===== src/rtl/temp_digit_feeder.sv =====
// Converts a DS18B20 temperature word into four display symbols (sign/hundreds,
// tens, units with decimal point, tenths) and serves them one at a time on request.
module temp_digit_feeder #(
    parameter int         NUM_SYM    = 4,
    parameter logic [3:0] BLANK_CODE = 4'hF,
    parameter logic [3:0] MINUS_CODE = 4'hA
) (
    input  logic        clk_50MHz,
    input  logic        rst,
    input  logic [15:0] temp_raw,
    input  logic        temp_valid,
    input  logic        rdsig_nextdata,
    output logic [4:0]  data,
    output logic        busy
);

    localparam logic [1:0] ST_IDLE  = 2'd0;
    localparam logic [1:0] ST_ABS   = 2'd1;
    localparam logic [1:0] ST_CONV  = 2'd2;
    localparam logic [1:0] ST_DONE  = 2'd3;
    localparam logic [1:0] LAST_IDX = 2'(NUM_SYM - 1);
    localparam logic [4:0] BLANK_SYM = {1'b0, BLANK_CODE};

    // Double-dabble correction: any BCD nibble of 5 or more gets 3 added before the shift.
    function automatic logic [3:0] nib_adjust(input logic [3:0] nib);
        logic [3:0] res;
        if (nib >= 4'd5) begin
            res = nib + 4'd3;
        end else begin
            res = nib;
        end
        return res;
    endfunction

    logic [1:0]  state_r;
    logic        busy_r;
    logic        neg_r;
    logic [10:0] raw_lo_r;
    logic [6:0]  bin_r;
    logic [3:0]  tenths_r;
    logic [11:0] bcd_r;
    logic [2:0]  cnt_r;
    logic [4:0]  sym_r [0:3];
    logic [1:0]  idx_r;
    logic        prev_r;
    logic [4:0]  data_r;

    logic [10:0] mag_s;
    logic [3:0]  tenths_s;
    logic [11:0] bcd_adj_s;
    logic [11:0] bcd_next_s;
    logic [4:0]  sym0_s;
    logic [4:0]  sym1_s;
    logic [4:0]  sym2_s;
    logic [4:0]  sym3_s;
    logic        rise_s;
    logic        unused_s;

    // Only bits [10:0] of the magnitude matter, and those depend only on raw[10:0].
    assign unused_s = ^temp_raw[14:11];

    // Magnitude, tenths digit and next double-dabble step.
    always_comb begin
        if (neg_r) begin
            mag_s = 11'd0 - raw_lo_r;
        end else begin
            mag_s = raw_lo_r;
        end
        // frac*10/16 == frac*5/8, truncated
        tenths_s   = 4'(({3'd0, mag_s[3:0]} * 7'd5) >> 3);
        bcd_adj_s  = {nib_adjust(bcd_r[11:8]), nib_adjust(bcd_r[7:4]), nib_adjust(bcd_r[3:0])};
        bcd_next_s = 12'({bcd_adj_s, bin_r[6]});
    end

    // Symbol composition from the finished BCD digits.
    always_comb begin
        if (neg_r) begin
            sym0_s = {1'b0, MINUS_CODE};
        end else if (bcd_r[11:8] != 4'd0) begin
            sym0_s = {1'b0, bcd_r[11:8]};
        end else begin
            sym0_s = BLANK_SYM;
        end
        if ((bcd_r[11:8] == 4'd0) && (bcd_r[7:4] == 4'd0)) begin
            sym1_s = BLANK_SYM;
        end else begin
            sym1_s = {1'b0, bcd_r[7:4]};
        end
        sym2_s = {1'b1, bcd_r[3:0]};
        sym3_s = {1'b0, tenths_r};
    end

    assign rise_s = rdsig_nextdata & ~prev_r;

    // Conversion FSM: capture, absolute value, seven shift steps, load symbols.
    always_ff @(posedge clk_50MHz) begin
        if (rst) begin
            state_r  <= ST_IDLE;
            busy_r   <= 1'b0;
            neg_r    <= 1'b0;
            raw_lo_r <= 11'd0;
            bin_r    <= 7'd0;
            tenths_r <= 4'd0;
            bcd_r    <= 12'd0;
            cnt_r    <= 3'd0;
            for (int i = 0; i < 4; i++) begin
                sym_r[i] <= BLANK_SYM;
            end
        end else begin
            case (state_r)
                ST_IDLE: begin
                    if (temp_valid) begin
                        neg_r    <= temp_raw[15];
                        raw_lo_r <= temp_raw[10:0];
                        busy_r   <= 1'b1;
                        state_r  <= ST_ABS;
                    end
                end
                ST_ABS: begin
                    bin_r    <= mag_s[10:4];
                    tenths_r <= tenths_s;
                    bcd_r    <= 12'd0;
                    cnt_r    <= 3'd0;
                    state_r  <= ST_CONV;
                end
                ST_CONV: begin
                    bcd_r <= bcd_next_s;
                    bin_r <= {bin_r[5:0], 1'b0};
                    if (cnt_r == 3'd6) begin
                        state_r <= ST_DONE;
                    end else begin
                        cnt_r <= cnt_r + 3'd1;
                    end
                end
                ST_DONE: begin
                    sym_r[0] <= sym0_s;
                    sym_r[1] <= sym1_s;
                    sym_r[2] <= sym2_s;
                    sym_r[3] <= sym3_s;
                    busy_r   <= 1'b0;
                    state_r  <= ST_IDLE;
                end
                default: begin
                    busy_r  <= 1'b0;
                    state_r <= ST_IDLE;
                end
            endcase
        end
    end

    // Request edge detection, symbol index and registered output.
    always_ff @(posedge clk_50MHz) begin
        if (rst) begin
            prev_r <= 1'b0;
            idx_r  <= 2'd0;
            data_r <= BLANK_SYM;
        end else begin
            prev_r <= rdsig_nextdata;
            if (rise_s) begin
                idx_r <= (idx_r == LAST_IDX) ? 2'd0 : idx_r + 2'd1;
            end
            data_r <= sym_r[idx_r];
        end
    end

    assign data = data_r;
    assign busy = busy_r;

endmodule


===== config.mk =====
export PLATFORM = sky130hd
export DESIGN_NAME = temp_digit_feeder
export DESIGN_NICKNAME = d
export VERILOG_FILES = /design/src/rtl/temp_digit_feeder.sv
export SDC_FILE = /design/constraint.sdc
export NUM_CORES = 1
export LEC_CHECK = 0
export ABC_AREA = 1
export BUFFER_PORTS_ARGS = -buffer_cell sky130_fd_sc_hd__buf_2
export CAP_MARGIN = 40
export CELL_PAD_IN_SITES_DETAIL_PLACEMENT = 1
export CELL_PAD_IN_SITES_GLOBAL_PLACEMENT = 2
export CORE_AREA = 2 2 133 83
export CTS_BUF_LIST = sky130_fd_sc_hd__clkbuf_16
export DETAILED_ROUTE_END_ITERATION = 10
export DIE_AREA = 0 0 135 85
export PLACE_DENSITY_LB_ADDON = 0.1
export SETUP_SLACK_MARGIN = 0.05
export SYNTH_ARGS = -nofsm -noshare
export SYNTH_HDL_FRONTEND = slang
export SYNTH_SLANG_ARGS = --single-unit

===== constraint.sdc =====
create_clock -name clk_50MHz -period 1.95 [get_ports clk_50MHz]
set_input_delay 0 -clock clk_50MHz [delete_from_list [all_inputs] [get_ports clk_50MHz]]
set_output_delay 0 -clock clk_50MHz [all_outputs]
set_load 0.05 [all_outputs]

== After elaboration in Yosys (flattened, before gate mapping) ==
Memory sizes are Yosys's and may differ from the RTL's. A register that Yosys moved wholly into a read port is not among the register bits.
Cells that the tools add are included.
Operators by class
  add/sub/neg operators: 6
  reductions and logical operators: 11
  multiply operators: 1
  mux-type cells: 26
  equal/unequal tests: 8
  bitwise gates (word level): 6
  magnitude comparators: 3
Operators by type and width (number)
  $pmux W12 S2: 1
  $mux W4: 5
  $mux W5: 4
  $pmux W7 S2: 1
  $ge A4 B3 Y1 const B: 3
  $mux W11: 1
  $sub A1 B11 Y11 const A: 1
  $add A4 B2 Y4 const B: 2
  $logic_not A4 Y1: 2
  $pmux W2 S4: 1
  $reduce_and A2 Y1: 4
  $mul A4 B3 Y7 const B: 1
  $eq A2 B2 Y1 const B: 3
  $mux W1: 6
  $mux W2: 3
  $mux W3: 2
  $ne A2 B2 Y1 const B: 3
  $pmux W3 S2: 1
  $or A1 B1 Y1: 4
  $reduce_bool A2 Y1: 2
  $reduce_bool A4 Y1: 1
  $add A3 B1 Y3 const B: 1
  $add A3 B2 Y3 const B: 1
  $eq A3 B3 Y1 const B: 1
  7 further kinds: 7
Word-level totals
  memory bits (writable): 20
  memories kept: 1
  logic and storage cells: 72
  bits in registers: 44
Memories
  sym_r: words 4, bits a word 5, read ports 1, clocked after memory_dff 1, wr ports 4, line 43  | logic [4:0] sym_r [0:3];

== Logic depth before layout (Yosys ltp) ==
Gate-level depths: netlist of the first run.
  depth after elaboration: 5
  mapped depth: 13

== Worst setup path before layout of the first run ==
No wires, ideal clock.
  kind: register -> register
  start point: register raw_lo_r[1]
  end point: register tenths_r[2]
  stages on the path, launching flop included: 14
  path buffers: 0
  library setup time: 0.056 ns
  slack: -0.089 ns
  arrival: 1.984 ns
  path through: dfxtp_1 > inv_1 > ha_1 > or3_1 > nand2_1 > inv_2 > nor2_1 > ha_1 > inv_1 > fa_1 > nand3b_1 > nand3_1 > nand2_1 > inv_1
On the way
  cells in the longest elaborated chain, start to end: 3
Ends and longest elaborated chain
  start, declared: line 38  | logic [10:0] raw_lo_r;
  start signal, assigned: line 114  | raw_lo_r <= temp_raw[10:0];
  $sub A1 B11 Y11: line 65  | mag_s = 11'd0 - raw_lo_r;
  $mux W11 (*): line 64  | if (neg_r) begin
  $mul A4 B3 Y7 (*): line 70  | tenths_s = 4'(({3'd0, mag_s[3:0]} * 7'd5) >> 3);
  end signal, assigned: line 121  | tenths_r <= tenths_s;
  end, declared: line 40  | logic [3:0] tenths_r;
Mark *: on every way between the ends. The rest lies on a longest branch, timed or not.
A chain may end at the register's enable or synchronous reset.

== Final worst setup path of the first run ==
Ends and elaborated chain as after synthesis.

==> impl_results.md, run 1 <==
* Status: finished, violations left
* Violated checks: negative setup slack
* Final clock skew at 0.00583 ns
* Max-cap violation count at 0
* Pin count of the biggest net entering global routing at 24
* Largest cells by area after synthesis: dfxtp_1 31%, edfxtp_1 15%, nand2_1 10%, a21oi_1 7.1%, ha_1 7.0%
* Max stage delay on crit path at 0.40 ns
* Critical-path maximum fanout at 3
* Overall routed net length at 8950 µm
* WHS Endpoint: prev_r
* GRT Util Overall at 16.2%
* Fin crit share at 106%
* CTS sink cnt at 66
* Most frequent CP cell: buf_4
* Routed Antenna Nets at 0
* Initial DRC Count at 193
* # IOs at 26
* TritonCTS clock tree: built
* Root buf cell: clkbuf_16
* Avg Cell Area, Syn at 7.90 µm²
* Crit path kind: reg2reg
* Area growth, synth to finish at 28.9%
* # port buffers at 21
* Hold Fails Final Rpt at 0
* Die ar. at 11500 µm²
* Worst-Margin Slew at 0.462 ns
* Detailed Place HPWL at 6410 µm
* Via count at 2804
* Filler Cell Count at 1260
* R2r worst-path depth at 12
* Final setup fails at 2
* Drt drc at 0
* Crit-path cells: inv_2 > ha_4 > or3_4 > nand2_4 > inv_4 > buf_4 > buf_4 > fa_2 > nand3b_1 > nand3_1 > nand2_1 > inv_1
* Commonest non-fill, non-tap cell in the layout: nand2_1
* Clk Latency, worst-skew pair at 0.33 ns
* Vert. Die Dim at 85 µm
* Hold crit path type: in2reg
* Synthesized Nets at 447
* Worst VDD drop at 0.445 mV
* FF-to-FF End: tenths_r[2]
* CP delay by family, top: simple AND/OR/NAND/NOR gates
* Overflow after GRT at 0
* Area of the multi-input gates at 1580 µm²
* H-tree levels at 3
* Commonest non-fill, non-tap cells in the layout: 80 x nand2_1, 54 x inv_1, 46 x dfxtp_1, 45 x a21oi_1, 33 x o21ai_0
* Clock-pin slew on the worst setup and hold paths at 0.06 ns
* Non-filler cells, final at 609
* Comb power frac at 33.9%
* N_diodes at 0
* GP Congestion at 0.784
* Final #Nets at 504
* First-pass DRT Iterations at 4
* Routed vias/inst at 4.60
* Int Pwr at 3080 µW
* Slew margin rel. at 69.0%
* Sequential Area at 1490 µm²
* Net load switching power at 1770 µW
* RSZ-0062 raised after global routing: yes
* Crit. End Element: register
* Mapped cell area at 3220 µm²
* CP Buf/Inv Count at 5
* Switching Share at 36.5%
* Synthesis warning total at 0
* Clock Power Share at 29.8%
* #FFs+latches synth at 66
* Highest Clock Rate at 0.482 GHz
* Startpoint Class: register
* Vias in the first global route at 2844
* Seq pwr share at 36.3%
* Worst hold slack at 0.418 ns
* CTS Buffer Depth at 2
* Arr. time, crit path at 2.36 ns
* Count of pins over their slew limit at 0
* Initial antenna violation count at 0
* Hold depth at 4
* R2R setup slack at -0.13 ns
* Pwr Density at 1170 nW/µm²
* Num CTS Buffers at 9
* Post-route worst setup slack at -0.126 ns
* Worst r2r src: raw_lo_r[1]
* Library cells used by synthesis at 34
* Post-synth top area cell: dfxtp_1
* Core area at 10300 µm²
* Row count at 29
* Initial Util at 31.3%
* Share of cells above drive strength 1 at 20.0%
* Hold Path Origin: rdsig_nextdata
* Cells after Synth at 408
* Tmin final at 2.08 ns
* Worst EP required at 2.23 ns
* Post-Place Cells at 573
* Drt wl/cell at 14.7 µm
* Leakage at 0.00163 µW
* Sequential share of the synthesized area at 46.0%
* CP max stage cell: fa_2
* First-pass GRT wire length at 14500 µm
* Synth top area share at 31.1%
* Die W at 135 µm
-- worst min-delay path, cell delays in order --
cell           delay [ns]
dlygate4sd3_1        0.51
buf_2                0.09
inv_1                0.04
nor2_1               0.07
-- logic make-up (layout without fill, tap and decap cells) --
kind of cell | count (synthesis) | after routing | share of synthesized area (%)
xor+xnor | 4 | 4 | 1.09
simple gates | 151 | 151 | 20.2
compound gates | 96 | 96 | 16.3
buf+inv | 72 | 134 | 8.81
flops | 66 | 66 | 46.0
fa+ha+maj | 19 | 19 | 7.61
-- power groups by stage --
| stage | logic, µW | clock network (µW) | registers [µW] |
|---|---|---|---|
| after floorplan | 967 | 0 | 1780 |
| after global placement | 1420 | 0 | 1770 |
| after detailed placement | 1430 | 0 | 1780 |
| after CTS | 1510 | 1500 | 1750 |
| after global routing | 1870 | 1550 | 1790 |
| final | 1650 | 1450 | 1760 |
-- metrics by stage --
stage               instance area [µm²]  setup TNS, ns  setup slack (ns)  total power, µW  utilization, %
floorplan                          3240              0            0.0211             2750               -
global placement                   3590        -0.0519           -0.0396             3190            34.8
detailed placement                 3590         -0.129           -0.0806             3210            34.8
CTS                                4040         -0.103           -0.0688             4750            39.2
global route                       4150         -0.372            -0.218             5200            40.3
finish                             4150         -0.217            -0.126             4860            40.3
-- cell usage after synthesis --
| master | instances |
|---|---|
| nand2_1 | 86 |
| inv_1 | 57 |
| dfxtp_1 | 50 |
| a21oi_1 | 46 |
| o21ai_0 | 35 |
| nand3_1 | 25 |
| nor2_1 | 24 |
| ha_1 | 18 |
| edfxtp_1 | 16 |
| clkbuf_1 | 5 |
| a32o_1 | 4 |
| nand4_1 | 4 |
| buf_2 | 3 |
| inv_2 | 3 |
| nor3_1 | 3 |
| o22ai_1 | 3 |
| or2_2 | 3 |
| xor2_1 | 3 |
| a31oi_1 | 2 |
| buf_4 | 2 |
| nor2_4 | 2 |
| o21ai_1 | 2 |
| a211oi_1 | 1 |
| a21oi_2 | 1 |
| a221oi_1 | 1 |
| a221oi_2 | 1 |
| clkinv_1 | 1 |
| fa_1 | 1 |
| inv_4 | 1 |
| nand2_4 | 1 |
| nand3b_1 | 1 |
| or2_0 | 1 |
| or3_1 | 1 |
| xnor2_1 | 1 |
-- sequential cells by signal, summed over array words and instances, names as in the netlist --
name and flops:
idx_r 2, cnt_r 3, bin_r 7, tenths_r 4, sym_r 17, bcd_r 12, data 5, raw_lo_r 11
neg_r 1, prev_r 1, state_r 2, busy 1
-- area by class of cell --
cell class                 instances  area share, %
multi-input combinational        270           38.1
sequential                        66           35.8
timing repair buffer              56           9.85
inverter                          62           5.72
clock buffer                       9           5.42
tap                              139           4.19
clock inverter                     7          0.934
-- worst max path at each step --
| stage | start | end | cells after the start |
|---|---|---|---|
| after floorplan | raw_lo_r[0] | tenths_r[1] | 10 |
| after global placement | raw_lo_r[1] | tenths_r[2] | 13 |
| after detailed placement | raw_lo_r[1] | tenths_r[2] | 13 |
| after CTS | raw_lo_r[1] | tenths_r[2] | 13 |
| after global routing | raw_lo_r[1] | tenths_r[2] | 13 |
| final | raw_lo_r[1] | tenths_r[2] | 12 |
-- layer usage --
metal / vias to the layer above / global-route usage [%] / share of wire, % / wire (µm)
li1: 1460 / - / - / -
met5: - / 0 / 0 / 0
met1: 1310 / 24.7 / 56 / 5000
met4: 0 / 3.69 / 1.0 / 90
met3: 9 / 4.00 / 2.6 / 236
met2: 25 / 22.9 / 40 / 3620
-- timing repair --
action	in CTS	in global routing
gates resized for setup	1	28
setup endpoints to repair	2	3
pin swaps	3	7
hold buffers	15	0
buffers inserted	5	2
endpoints found under the hold margin	15	0
No activity file was read; power rests on OpenSTA's default activity.
==> run 2: changes to the inputs <==
==> constraint.sdc (replaced) <==
create_clock -name clk_50MHz -period 1.9 [get_ports clk_50MHz]
set_input_delay 0 -clock clk_50MHz [delete_from_list [all_inputs] [get_ports clk_50MHz]]
set_output_delay 0 -clock clk_50MHz [all_outputs]
set_load 0.05 [all_outputs]
==> impl_results.md, run 2 (synthesized netlist as in run 1, its figures left out) <==
* Clk Latency, worst-skew pair at 0.33 ns (about the same)
* Filler Cell Count at 1269 (was 1260)
* Overflow after GRT at 0 (unchanged)
* Comb power frac at 32.9% (was 33.9%)
* # port buffers at 21 (unchanged)
* Die ar. at 11500 µm² (unchanged)
* Most flop-heavy register: sym_r (unchanged)
* Final #Nets at 511 (was 504)
* Max reg flops at 17 (unchanged)
* Initial DRC Count at 90 (was 193)
* Pin count of the biggest net entering global routing at 24 (unchanged)
* GP Congestion at 0.766 (was 0.784)
* Initial Util at 31.3% (unchanged)
* Pwr Density at 1200 nW/µm² (was 1170 nW/µm²)
* Commonest non-fill, non-tap cell in the layout: nand2_1 (unchanged)
* Seq pwr share at 36.0% (was 36.3%)
* Vias in the first global route at 2810 (was 2844)
* CTS Buffer Depth at 2 (unchanged)
* Drt drc at 0 (unchanged)
* Hold Fails Final Rpt at 0 (unchanged)
* First-pass GRT wire length at 14500 µm (about the same)
* Num CTS Buffers at 9 (unchanged)
* Setup_tns at -0.210 ns (was -0.217 ns)
* Die W at 135 µm (unchanged)
* Final clock skew at 0.00743 ns (was 0.00583 ns)
* Clock-pin slew on the worst setup and hold paths at 0.06 ns (about the same)
* Root buf cell: clkbuf_16 (unchanged)
* H-tree levels at 3 (unchanged)
* Core area at 10300 µm² (unchanged)
* Fin crit share at 106% (about the same)
* Crit path kind: reg2reg (unchanged)
* Max-cap violation count at 0 (unchanged)
* Arr. time, crit path at 2.30 ns (was 2.36 ns)
* Area growth, synth to finish at 28.7% (was 28.9%)
* Switching Share at 36.3% (was 36.5%)
* Worst EP required at 2.18 ns (was 2.23 ns)
* Slew margin rel. at 68.8% (was 69.0%)
* Worst-Margin Slew at 0.466 ns (was 0.462 ns)
* Initial antenna violation count at 0 (unchanged)
* Count of pins over their slew limit at 0 (unchanged)
* Final core occ at 40.3% (about the same)
* Routed vias/inst at 4.54 (was 4.60)
* RSZ-0062 raised after global routing: yes (unchanged)
* Tmin final at 2.02 ns (was 2.08 ns)
* # IOs at 26 (unchanged)
* Leakage at 0.00163 µW (about the same)
* First-pass DRT Iterations at 4 (unchanged)
* Share of cells above drive strength 1 at 19.9% (was 20.0%)
* Vert. Die Dim at 85 µm (unchanged)
* N_diodes at 0 (unchanged)
* Final setup fails at 2 (unchanged)
* TritonCTS clock tree: built (unchanged)
* Via count at 2795 (was 2804)
* Clock Power Share at 31.1% (was 29.8%)
* Net load switching power at 1810 µW (was 1770 µW)
* Violated checks: negative setup slack (unchanged)
* Row count at 29 (unchanged)
* Worst hold slack at 0.0439 ns (was 0.418 ns)
* Post-route worst setup slack at -0.120 ns (was -0.126 ns)
* CTS sink cnt at 66 (unchanged)
* Status: finished, violations left (unchanged)
* Biggest regs: sym_r (17), bcd_r (12), raw_lo_r (11) (unchanged)
* Commonest non-fill, non-tap cells in the layout: 82 x nand2_1, 54 x inv_1, 48 x dfxtp_1, 46 x a21oi_1, 33 x o21ai_0 (was 80 x nand2_1, 54 x inv_1, 46 x dfxtp_1, 45 x a21oi_1, 33 x o21ai_0)
* Hold crit path type: in2reg (unchanged)
* Worst VDD drop at 0.442 mV (was 0.445 mV)
* Routed Antenna Nets at 0 (unchanged)
* Detailed Place HPWL at 6300 µm (was 6410 µm)
* GRT Util Overall at 16.1% (was 16.2%)
* Int Pwr at 3180 µW (was 3080 µW)
* Drt wl/cell at 13.9 µm (was 14.7 µm)
* Startpoint Class: register (unchanged)
* Crit. End Element: register (unchanged)
* Overall routed net length at 8540 µm (was 8950 µm)
* Critical-path maximum fanout at 2 (was 3)
* Highest Clock Rate at 0.495 GHz (was 0.482 GHz)
## run 2: metal layers
metal	GRT usage [%]	wire (µm)	vias to the layer above	part of all wire (%)
met5	0	0	-	0
met4	3.13	60	0	0.70
met3	3.94	179	7	2.1
met2	22.8	3310	21	39
met1	24.7	4990	1295	58
li1	-	-	1472	-
## run 2: layout make-up
class / instances / area, µm² / share of cell area [%]
multi-input combinational: 270 / 1520 / 36.6
inverter: 62 / 238 / 5.73
clock inverter: 7 / 53.8 / 1.30
clock buffer: 9 / 225 / 5.43
sequential: 66 / 1480 / 35.8
tap: 139 / 174 / 4.19
timing repair buffer: 63 / 455 / 11.0
## run 2: per-stage QoR
stage	instance area [µm²]	power (µW)	cells	setup slack, ns
floorplan	3240	2820	408	-0.0289
global placement	3620	3300	577	-0.0613
detailed placement	3620	3330	577	-0.139
CTS	4110	5000	616	-0.102
global route	4150	5370	616	-0.225
finish	4150	4990	616	-0.120
## run 2: worst paths after layout
kind	start	slack, ns	endpoint	depth (start not counted)
max	raw_lo_r[1]	-0.12	tenths_r[2]	13
min	temp_raw[0]	0.04	raw_lo_r[0]	3
max reg2reg	raw_lo_r[1]	-0.12	tenths_r[2]	13
min reg2reg	sym_r[2][4]	0.45	data[4]	2
## run 2: repair_timing
item | CTS | global route
gates cloned | 0 | 0
hold buffers | 14 | 0
hold endpoints to repair | 14 | 0
gates resized for setup | 3 | 11
setup endpoints to repair | 2 | 4
pin swaps | 4 | 1
buffers inserted | 9 | 0
## run 2: power groups by stage
stage | Clock, µW | Sequential, µW | Combinational, µW
finish | 1550 | 1800 | 1640
global route | 1670 | 1820 | 1870
CTS | 1600 | 1790 | 1610
detailed placement | 0 | 1820 | 1500
global placement | 0 | 1820 | 1490
floorplan | 0 | 1830 | 993
## run 2: worst max-delay path: stages, from the launching register on
cell	delay, ns
dfxtp_2	0.34
inv_2	0.05
ha_4	0.15
or3_1	0.32
nand2_2	0.09
inv_2	0.05
nor2_2	0.09
ha_2	0.19
inv_2	0.04
fa_2	0.33
nand3b_1	0.17
nand3_1	0.07
nand2_1	0.05
inv_1	0.04
